**config.mk**
```make
export PLATFORM = sky130hd
export DESIGN_NAME = store_buffer_flat
export DESIGN_NICKNAME = d
export VERILOG_FILES = /design/src/rtl/store_buffer_pkg.sv /design/src/rtl/store_buffer_if.sv /design/src/rtl/store_buffer_fifo.sv /design/src/rtl/store_buffer.sv /design/src/flat_wrapper.sv
export SDC_FILE = /design/constraint.sdc
export NUM_CORES = 1
export LEC_CHECK = 0
export BUFFER_PORTS_ARGS = -buffer_cell sky130_fd_sc_hd__buf_2
export CORE_ASPECT_RATIO = 1.2
export CORE_MARGIN = 1
export CORE_UTILIZATION = 35
export CTS_CLUSTER_SIZE = 28
export DETAILED_ROUTE_END_ITERATION = 10
export HOLD_SLACK_MARGIN = 0.02
export PLACE_DENSITY = 0.55
export SKIP_LAST_GASP = 1
export SLEW_MARGIN = 20
export SYNTH_ARGS = -nofsm -noshare
export SYNTH_HDL_FRONTEND = slang
export SYNTH_SLANG_ARGS = --single-unit
```
**constraint.sdc**
```tcl
create_clock -name Clk -period 7.25 [get_ports Clk]
set_input_delay 0.725 -clock Clk [delete_from_list [all_inputs] [get_ports Clk]]
set_output_delay 0.725 -clock Clk [all_outputs]
set_load 0.005 [all_outputs]
```
**src/rtl/store_buffer_pkg.sv**
```systemverilog
// Shared types for the word-store buffer: entry layout, word-compare base
// and the per-cycle memory-port action.
package store_buffer_pkg;
  localparam int SB_ADDR_LSB = 2;
  localparam int SB_AW       = 32;
  localparam int SB_DW       = 32;

  typedef struct packed {
    logic [SB_AW-1:0] addr;
    logic [SB_DW-1:0] data;
  } sb_entry_t;

  typedef enum logic [1:0] {MA_IDLE, MA_READ, MA_DRAIN} mem_act_e;
endpackage

```
**src/rtl/store_buffer_if.sv**
```systemverilog
// Pipeline and DataMemory signals of the store buffer. The buffer takes the
// slave view; the pipeline/memory environment takes the master view.
interface store_buffer_if #(parameter int AW = 32, parameter int DW = 32);
  logic          st_valid;
  logic [AW-1:0] st_addr;
  logic [DW-1:0] st_data;
  logic          ld_valid;
  logic [AW-1:0] ld_addr;
  logic          ld_lh;
  logic          ld_lhu;
  logic          stall;
  logic [DW-1:0] ld_data;
  logic          ld_done;
  logic          buf_empty;
  logic          MemRead;
  logic          MemWrite;
  logic [AW-1:0] address;
  logic [DW-1:0] data_in;
  logic          lh;
  logic          lhu;
  logic [DW-1:0] data_out;

  modport slave (
    input  st_valid, st_addr, st_data, ld_valid, ld_addr, ld_lh, ld_lhu, data_out,
    output stall, ld_data, ld_done, buf_empty, MemRead, MemWrite, address, data_in, lh, lhu
  );

  modport master (
    output st_valid, st_addr, st_data, ld_valid, ld_addr, ld_lh, ld_lhu, data_out,
    input  stall, ld_data, ld_done, buf_empty, MemRead, MemWrite, address, data_in, lh, lhu
  );
endinterface

```
**src/rtl/store_buffer_fifo.sv**
```systemverilog
// sb_fifo: circular store queue with head/tail/count and a per-slot word-match
// vector used by the load-hit check.
module sb_fifo
  import store_buffer_pkg::*;
#(
  parameter  int DEPTH = 4,
  localparam int PW    = $clog2(DEPTH),
  localparam int CW    = $clog2(DEPTH+1),
  localparam int MW    = SB_AW - SB_ADDR_LSB
) (
  input  logic             clk,
  input  logic             rst,
  input  logic             push,
  input  sb_entry_t        push_entry,
  input  logic             pop,
  input  logic [MW-1:0]    match_word,
  output sb_entry_t        head,
  output logic [CW-1:0]    count,
  output logic [DEPTH-1:0] match
);
  logic [PW-1:0] head_q, head_d, tail_q, tail_d;
  logic [CW-1:0] count_q, count_d;
  sb_entry_t     mem_q [DEPTH];
  sb_entry_t     mem_d [DEPTH];

  // DEPTH is a power of two, so the pointers wrap on their own.
  always_comb begin
    head_d  = head_q + PW'(pop);
    tail_d  = tail_q + PW'(push);
    count_d = count_q + CW'(push) - CW'(pop);
    mem_d   = mem_q;
    if (push) mem_d[tail_q] = push_entry;
  end

  always_ff @(posedge clk or posedge rst) begin
    if (rst) begin
      head_q  <= '0;
      tail_q  <= '0;
      count_q <= '0;
    end else begin
      head_q  <= head_d;
      tail_q  <= tail_d;
      count_q <= count_d;
    end
  end

  always_ff @(posedge clk) mem_q <= mem_d;

  assign head  = mem_q[head_q];
  assign count = count_q;

  // A slot is live when its distance from head is below count.
  for (genvar i = 0; i < DEPTH; i++) begin : g_match
    logic [PW-1:0] off;
    assign off      = PW'(i) - head_q;
    assign match[i] = (CW'(off) < count_q) &&
                      (mem_q[i].addr[SB_AW-1:SB_ADDR_LSB] == match_word);
  end
endmodule

```
**src/rtl/store_buffer.sv**
```systemverilog
// Word-store buffer between MEM stage and DataMemory: stores queue up, drain
// in load-free cycles; a load hitting a queued store stalls until it drains.
module store_buffer
  import store_buffer_pkg::*;
#(
  parameter int DEPTH = 4,
  parameter int AW    = 32,
  parameter int DW    = 32
) (
  input logic           Clk,
  input logic           Reset,
  store_buffer_if.slave sb
);
  localparam int CW = $clog2(DEPTH+1);
  localparam int MW = SB_AW - SB_ADDR_LSB;

  logic [DEPTH-1:0] match;
  logic [CW-1:0]    count;
  sb_entry_t        head, push_entry;
  logic             push, pop, hit;
  logic [MW-1:0]    match_word;
  mem_act_e         act;

  sb_fifo #(.DEPTH(DEPTH)) u_fifo (
    .clk       (Clk),
    .rst       (Reset),
    .push      (push),
    .push_entry(push_entry),
    .pop       (pop),
    .match_word(match_word),
    .head      (head),
    .count     (count),
    .match     (match)
  );

  // A hit implies count>0, so the hit case and the idle drain share MA_DRAIN.
  always_comb begin
    match_word = MW'(sb.ld_addr[AW-1:SB_ADDR_LSB]);
    hit        = sb.ld_valid & (|match);
    if (sb.ld_valid && !hit)  act = MA_READ;
    else if (count != '0)     act = MA_DRAIN;
    else                      act = MA_IDLE;
    pop        = (act == MA_DRAIN);
    push       = sb.st_valid & ~sb.ld_valid & ((count < CW'(DEPTH)) | pop);
    push_entry = '{addr: SB_AW'(sb.st_addr), data: SB_DW'(sb.st_data)};
  end

  // Outputs are forced to idle while Reset is high, regardless of inputs.
  always_comb begin
    sb.stall     = ~Reset & ((sb.st_valid & ~push) | hit);
    sb.buf_empty = (count == '0);
    sb.MemRead   = 1'b0;
    sb.MemWrite  = 1'b0;
    sb.ld_done   = 1'b0;
    sb.address   = '0;
    sb.data_in   = '0;
    sb.ld_data   = '0;
    sb.lh        = 1'b0;
    sb.lhu       = 1'b0;
    if (!Reset) begin
      unique case (act)
        MA_READ: begin
          sb.MemRead = 1'b1;
          sb.ld_done = 1'b1;
          sb.address = sb.ld_addr;
          sb.ld_data = sb.data_out;
          sb.lh      = sb.ld_lh;
          sb.lhu     = sb.ld_lhu;
        end
        MA_DRAIN: begin
          sb.MemWrite = 1'b1;
          sb.address  = AW'(head.addr);
          sb.data_in  = DW'(head.data);
        end
        default: ;
      endcase
    end
  end
endmodule
```
**src/flat_wrapper.sv**
```systemverilog
// flat-port wrapper written by rule: the top's interface ports become plain ports
module store_buffer_flat import store_buffer_pkg::*;
#(
  parameter int DEPTH = 4,
  parameter int AW    = 32,
  parameter int DW    = 32
)
  (Clk, Reset, sb_st_valid, sb_st_addr, sb_st_data, sb_ld_valid, sb_ld_addr, sb_ld_lh, sb_ld_lhu, sb_data_out, sb_stall, sb_ld_data, sb_ld_done, sb_buf_empty, sb_MemRead, sb_MemWrite, sb_address, sb_data_in, sb_lh, sb_lhu);
  store_buffer_if #(.AW(AW), .DW(DW)) sb_i ();
  input logic Clk;
  input logic Reset;
  input wire logic [$bits(sb_i.st_valid)-1:0] sb_st_valid;
  input wire logic [$bits(sb_i.st_addr)-1:0] sb_st_addr;
  input wire logic [$bits(sb_i.st_data)-1:0] sb_st_data;
  input wire logic [$bits(sb_i.ld_valid)-1:0] sb_ld_valid;
  input wire logic [$bits(sb_i.ld_addr)-1:0] sb_ld_addr;
  input wire logic [$bits(sb_i.ld_lh)-1:0] sb_ld_lh;
  input wire logic [$bits(sb_i.ld_lhu)-1:0] sb_ld_lhu;
  input wire logic [$bits(sb_i.data_out)-1:0] sb_data_out;
  output wire logic [$bits(sb_i.stall)-1:0] sb_stall;
  output wire logic [$bits(sb_i.ld_data)-1:0] sb_ld_data;
  output wire logic [$bits(sb_i.ld_done)-1:0] sb_ld_done;
  output wire logic [$bits(sb_i.buf_empty)-1:0] sb_buf_empty;
  output wire logic [$bits(sb_i.MemRead)-1:0] sb_MemRead;
  output wire logic [$bits(sb_i.MemWrite)-1:0] sb_MemWrite;
  output wire logic [$bits(sb_i.address)-1:0] sb_address;
  output wire logic [$bits(sb_i.data_in)-1:0] sb_data_in;
  output wire logic [$bits(sb_i.lh)-1:0] sb_lh;
  output wire logic [$bits(sb_i.lhu)-1:0] sb_lhu;
  assign sb_i.st_valid = sb_st_valid;
  assign sb_i.st_addr = sb_st_addr;
  assign sb_i.st_data = sb_st_data;
  assign sb_i.ld_valid = sb_ld_valid;
  assign sb_i.ld_addr = sb_ld_addr;
  assign sb_i.ld_lh = sb_ld_lh;
  assign sb_i.ld_lhu = sb_ld_lhu;
  assign sb_i.data_out = sb_data_out;
  assign sb_stall = sb_i.stall;
  assign sb_ld_data = sb_i.ld_data;
  assign sb_ld_done = sb_i.ld_done;
  assign sb_buf_empty = sb_i.buf_empty;
  assign sb_MemRead = sb_i.MemRead;
  assign sb_MemWrite = sb_i.MemWrite;
  assign sb_address = sb_i.address;
  assign sb_data_in = sb_i.data_in;
  assign sb_lh = sb_i.lh;
  assign sb_lhu = sb_i.lhu;
  store_buffer #(.DEPTH(DEPTH), .AW(AW), .DW(DW)) u_core (.Clk(Clk), .Reset(Reset), .sb(sb_i));
endmodule
```
==> results of run 1 <==
[final cells by class]
type | instances | area, µm²
Timing Repair Buffer | 244 | 1250
Fill cell | 3001 | 18900
Clock buffer | 31 | 733
Antenna cell | 3 | 7.51
Sequential cell | 263 | 7870
Inverter | 10 | 37.5
Tap cell | 450 | 563
Multi-Input combinational cell | 359 | 3800
Clock inverter | 21 | 196
[worst max-delay path, stage by stage, from the launching register on]
cell       delay (ps)
dfrtp_4          1150
xor2_1            190
ha_1              240
inv_1              50
o2111ai_1         110
a2111oi_1         470
nor4_2            180
a211oi_4          880
buf_12            280
a22o_1            170
buf_2             110
[synthesized netlist by cell type (3+ instances only)]
cell | n | area [µm²]
edfxtp_1 | 256 | 7690
nand3_1 | 4 | 20.0
buf_1 | 3 | 11.3
nand4_1 | 4 | 25.0
ha_1 | 6 | 75.1
and2_1 | 66 | 413
buf_4 | 5 | 37.5
clkbuf_1 | 19 | 71.3
a21oi_1 | 3 | 15.0
o2111ai_1 | 4 | 35.0
nor3_1 | 6 | 30.0
xor2_1 | 111 | 972
inv_1 | 10 | 37.5
nor4_1 | 24 | 150
buf_2 | 32 | 160
dfrtp_1 | 7 | 175
mux4_2 | 64 | 1440
xnor2_1 | 16 | 140
a22o_1 | 32 | 280
[cells by family after synthesis]
family          Yosys count  synth area share
buf+inv                  70            0.0275
compound gates           46            0.0339
flops                   263             0.658
mux                      64             0.121
fa+ha+maj                 7           0.00795
simple gates            115            0.0595
xor+xnor                127            0.0930
[worst max path at each step]
| stage | startpoint | to | slack (ps) | depth (start not counted) |
|---|---|---|---|---|
| final | u_core.u_fifo.head_q[1]$_DFF_PP0_ | sb_address[30] | 2050 | 10 |
| after global routing | u_core.u_fifo.head_q[1]$_DFF_PP0_ | sb_data_in[14] | 1670 | 10 |
| after CTS | u_core.u_fifo.head_q[1]$_DFF_PP0_ | sb_data_in[14] | 1910 | 10 |
| after detailed placement | sb_ld_addr[7] | sb_data_in[14] | 2490 | 10 |
| after global placement | u_core.u_fifo.head_q[1]$_DFF_PP0_ | sb_data_in[22] | 2550 | 10 |
| after floorplan | sb_ld_valid | u_core.u_fifo.mem_q[100]$_DFFE_PP_ | 1040 | 2 |
[sequential cells by signal, summed over array words and instances (netlist names)]
signal / flops
u_core.u_fifo.count: 3
u_core.u_fifo.head_q: 2
u_core.u_fifo.mem_q: 256
u_core.u_fifo.tail_q: 2
[per-layer routing]
layer	global-route usage	vias up	wire length, µm	share of wire
met2	0.292	269	15000	0.49
met1	0.226	3444	12700	0.42
li1	-	3097	-	-
met4	0.0412	4	588	0.019
met5	0	-	32	0.0011
met3	0.0308	39	2110	0.069
[power breakdown]
part / total, mW / switching [mW] / internal, mW
logic: 1.09 / 0.520 / 0.569
registers: 2.06 / 0.207 / 1.85
clock network: 1.43 / 0.571 / 0.864
[per-stage QoR]
stage	instance area [µm²]	std cells	util	power (mW)
3_5_place_dp	13500	1326	0.406	3.22
4_1_cts	14500	1378	0.434	4.67
2_1_floorplan	12000	692	-	2.79
6_report	14500	1381	0.434	4.59
3_3_place_gp	13500	1326	0.406	3.22
5_1_grt	14500	1378	0.434	4.80
==> qor.yml, run 1 <==
status:
  status: "finished clean"
place:
  dp_hpwl_um: 20700
  dpl_worst_slack_ps: 2490
  globalplace.congestion: 0.841
  port_buffers: 236
global_route:
  antenna_found_initial: 4
  grt_pass1_vias: 7065
  grt_pass1_wl_um: 43800
  grt.total_usage: 0.172
  overflow: 0
  grt_max_degree: 69
worst_setup_path:
  timing.rr.end: "u_core.u_fifo.count[2]$_DFF_PP0_"
  worstSetupPathType: "register to output pin"
  reg2reg_slack_ps: 3560
  required_ps: 6520
  arrival_ps: 4470
  ff2ff_path_depth: 12
  reg2reg_from: "u_core.u_fifo.head_q[1]$_DFF_PP0_"
  cp-end-kind: "output pin"
  path_max_fanout: 68
  critPathLaunchType: "register"
clock_tree:
  cts_tree: "done"
  cts_root_buffer: "clkbuf_16"
  clkSinkCount: 263
  cts_resized: 0
  cts_hold_buf: 0
  cts-htree-levels: 1
  clk_pin_slew_worst_paths_ps: 60
  numCtsBuffers: 28
  clock_path_buffers: 3
  insertion_delay_ps: 530
  cts_setup_buffers: 0
detailed_routing:
  wl_per_cell_um: 22.0
  dr.pass1.iters: 4
  detail-route-antenna-nets: 0
  drc: 0
  drt-initial-drc-count: 365
  wl_um: 30400
  vias: 6853
  viasPerCell: 4.96
finish:
  drive_gt1_frac: 0.387
  layout.cells.most_common: "edfxtp_1"
  area_delta_synth_final_pct: 21.0
  fin_nets: 1047
  final_cell_mix: "edfxtp_1 (256), buf_2 (236), xor2_1 (111)"
logic_synthesis:
  syn_nets: 833
  ys.flop_type: "edfxtp_1"
  synth_cells: 692
  synth_cell_types: 34
  syn_avg_cell_area_um2: 17.3
  ys_seq_elements: 263
  synth_edf_count: 256
  ys_seq_area_frac: 0.658
  async_flop_share: 0.0266
  synthesis.area_um2: 12000
  ys.warnings.count: 0
floorplan:
  fp-row-count: 73
  die_y_um: 204
  core_um2: 33300
  dieArea_um2: 34900
  io_pins: 237
  initial_core_util: 0.359
  die_w_um: 171
pwr:
  irDropWorstVdd_uv: 166
  powerDensity_nw_per_um2: 317
  p_leak_nw: 5.35
timing:
  fmax_mhz: 192
  finalClockSkew_ps: 8.68
  setup_tns_ps: 0
  layout_setup_ws_ps: 2050
  hold_ws_ps: 199
  rsz0062_at_grt: "false"
  final_max_slew_viol_count: 0
  finalCriticalPeriod_ps: 5200
  hold_viol_final: 0
  max_slew.worst_pin.slew_ps: 1100
  slew_headroom: 0.267
  period_share: 0.717
  setup_viol: 0
min_path:
  min_path_type: "input pin to async pin"
flow_run:
  drv_cap: 0
No activity file was read; power rests on OpenSTA's default activity.
==> run 2: changes to the inputs <==
==> constraint.sdc (replaced) <==
create_clock -name Clk -period 4.9 [get_ports Clk]
set_input_delay 0.49 -clock Clk [delete_from_list [all_inputs] [get_ports Clk]]
set_output_delay 0.49 -clock Clk [all_outputs]
set_load 0.005 [all_outputs]
==> qor.yml, run 2 (synthesis results as in run 1) <==
detailed_routing:
  detail-route-antenna-nets: 0  # unchanged
  wl_per_cell_um: 22.1  # +0.27%
  vias: 6780  # -1.1%
  dr.pass1.iters: 4  # unchanged
  drt-initial-drc-count: 439  # +20%
  wl_um: 30400  # +0.13%
  drc: 0  # unchanged
  viasPerCell: 4.92  # -0.92%
finish:
  layout.cells.most_common: "edfxtp_1"
  area_delta_synth_final_pct: 20.8
  largest_reg_flops: 256  # unchanged
  diodes: 0  # -3
  regMostFlops: "u_core.u_fifo.mem_q"
  final_cell_mix: "edfxtp_1 (256), buf_2 (236), xor2_1 (111)"
  nFillCells: 3036  # +1.2%
  drive_gt1_frac: 0.384  # -0.00257
  fin_nets: 1052  # +0.48%
floorplan:
  fp-row-count: 73  # unchanged
  die_y_um: 204  # unchanged
  initial_core_util: 0.359  # unchanged
  dieArea_um2: 34900  # unchanged
  core_um2: 33300  # unchanged
  die_w_um: 171  # unchanged
  io_pins: 237  # unchanged
pwr:
  p_sw_mw: 1.91  # +48%
  p_clk_frac: 0.305  # -0.008
  combinationalPowerShare: 0.258  # +0.020
  p_leak_nw: 5.34  # -0.12%
  irDropWorstVdd_uv: 289  # +74%
  intPower_mw: 4.82  # +47%
  power_switching_share: 0.284  # +0.00114
  powerDensity_nw_per_um2: 466  # +47%
  pwr-share-seq: 0.437  # -0.012
  finalPower_mw: 6.74  # +47%
worst_setup_path:
  worstSetupPathType: "register to output pin"
  critPathLaunchType: "register"
  cp-end-kind: "output pin"
  arrival_ps: 3990  # -480 ps
  required_ps: 4410  # -2110 ps
  path_max_fanout: 68  # unchanged
timing:
  setup_tns_ps: 0  # unchanged
  period_share: 0.914
  hold_ws_ps: 168  # -31.1 ps
  finalClockSkew_ps: 6.08  # -2.61 ps
  slew_headroom: 0.466  # +0.199
  layout_setup_ws_ps: 420  # -1630 ps
  rsz0062_at_grt: "false"
  finalCriticalPeriod_ps: 4480
  hold_viol_final: 0  # unchanged
  fmax_mhz: 223
  final_max_slew_viol_count: 0  # unchanged
  max_slew.worst_pin.slew_ps: 795  # -305 ps
  setup_viol: 0  # unchanged
global_route:
  grt_use_met1: 0.230  # +0.00374
  grt_pass1_vias: 6990  # -1.1%
  use_met3: 0.0320  # +0.00116
  gr-max-usage-layer: "met2"
  grt_pass1_wl_um: 44000  # +0.54%
  grt.total_usage: 0.172  # +0.000776
  met2_usage: 0.289  # -0.00306
  grt_max_degree: 69  # unchanged
  overflow: 0  # unchanged
  antenna_found_initial: 3  # -1
clock_tree:
  numCtsBuffers: 28  # unchanged
  cts_root_buffer: "clkbuf_16"
  cts-htree-levels: 1  # unchanged
  cts_tree: "done"
  clock_path_buffers: 3  # unchanged
  clkSinkCount: 263  # unchanged
  cts_setup_buffers: 0  # unchanged
  insertion_delay_ps: 540  # about the same
  clk_pin_slew_worst_paths_ps: 60  # about the same
place:
  port_buffers: 236  # unchanged
  dp_hpwl_um: 20700  # about the same
  globalplace.congestion: 0.834  # -0.80%
  dpl_worst_slack_ps: 912  # -1580 ps
min_path:
  min_path_type: "input pin to register"
status:
  status: "finished clean"
flow_run:
  drv_cap: 0  # unchanged
-- run 2: area by class of cell --
cell class | count | area (µm²) | share of cell area
clock buffer | 38 | 759 | 0.0526
tap | 450 | 563 | 0.0390
timing repair buffer | 249 | 1290 | 0.0895
clock inverter | 10 | 119 | 0.00823
inverter | 10 | 37.5 | 0.00260
sequential | 263 | 7870 | 0.545
multi-input combinational | 359 | 3810 | 0.264
-- run 2: stage by stage --
step / cells / util / cell area (µm²)
final: 1379 / 0.433 / 14400
after CTS: 1379 / 0.433 / 14400
after global placement: 1330 / 0.407 / 13600
after global routing: 1379 / 0.433 / 14400
after floorplan: 692 / - / 12000
after detailed placement: 1330 / 0.407 / 13600
-- run 2: worst max-delay path, stage by stage (launching register included) --
cell and delay (ps):
dfrtp_2 750, xor2_1 240, ha_1 180, inv_1 40
o2111ai_1 210, a2111oi_1 100, nor4_2 680, and3_4 740
a22o_1 320, buf_2 140
-- run 2: path summary, 6_finish.rpt --
check / end / slack, ps / cells after the start / startpoint
max: sb_address[28] / 420 / 9 / u_core.u_fifo.head_q[1]$_DFF_PP0_
min: u_core.u_fifo.mem_q[47]$_DFFE_PP_ / 170 / 1 / sb_st_addr[15]
max reg2reg: u_core.u_fifo.count[2]$_DFF_PP0_ / 1590 / 11 / u_core.u_fifo.head_q[1]$_DFF_PP0_
min reg2reg: u_core.u_fifo.count[0]$_DFF_PP0_ / 590 / 1 / u_core.u_fifo.count[0]$_DFF_PP0_
max in group asynchronous: u_core.u_fifo.head_q[0]$_DFF_PP0_ / 4120 / 3 / Reset
min in group asynchronous: u_core.u_fifo.tail_q[1]$_DFF_PP0_ / 510 / 3 / Reset
-- run 2: what timing repair did --
action	CTS	global route
gates resized for setup	0	0
hold buffers	1	0
endpoints found under the hold margin	7	0
-- run 2: power groups by stage --
stage          sequential [mW]  clock (mW)  combinational (mW)
2_1_floorplan             2.88           0                1.24
3_3_place_gp              2.99           0                1.79
3_5_place_dp              3.00           0                1.78
4_1_cts                   2.95        2.10                1.79
5_1_grt                   2.97        2.18                1.89
6_report                  2.95        2.05                1.74
-- run 2: metal layers --
layer | routed length (µm) | up-vias
li1 | - | 3101
met1 | 12800 | 3422
met5 | 37 | -
met2 | 15000 | 207
met4 | 584 | 6
met3 | 1980 | 44
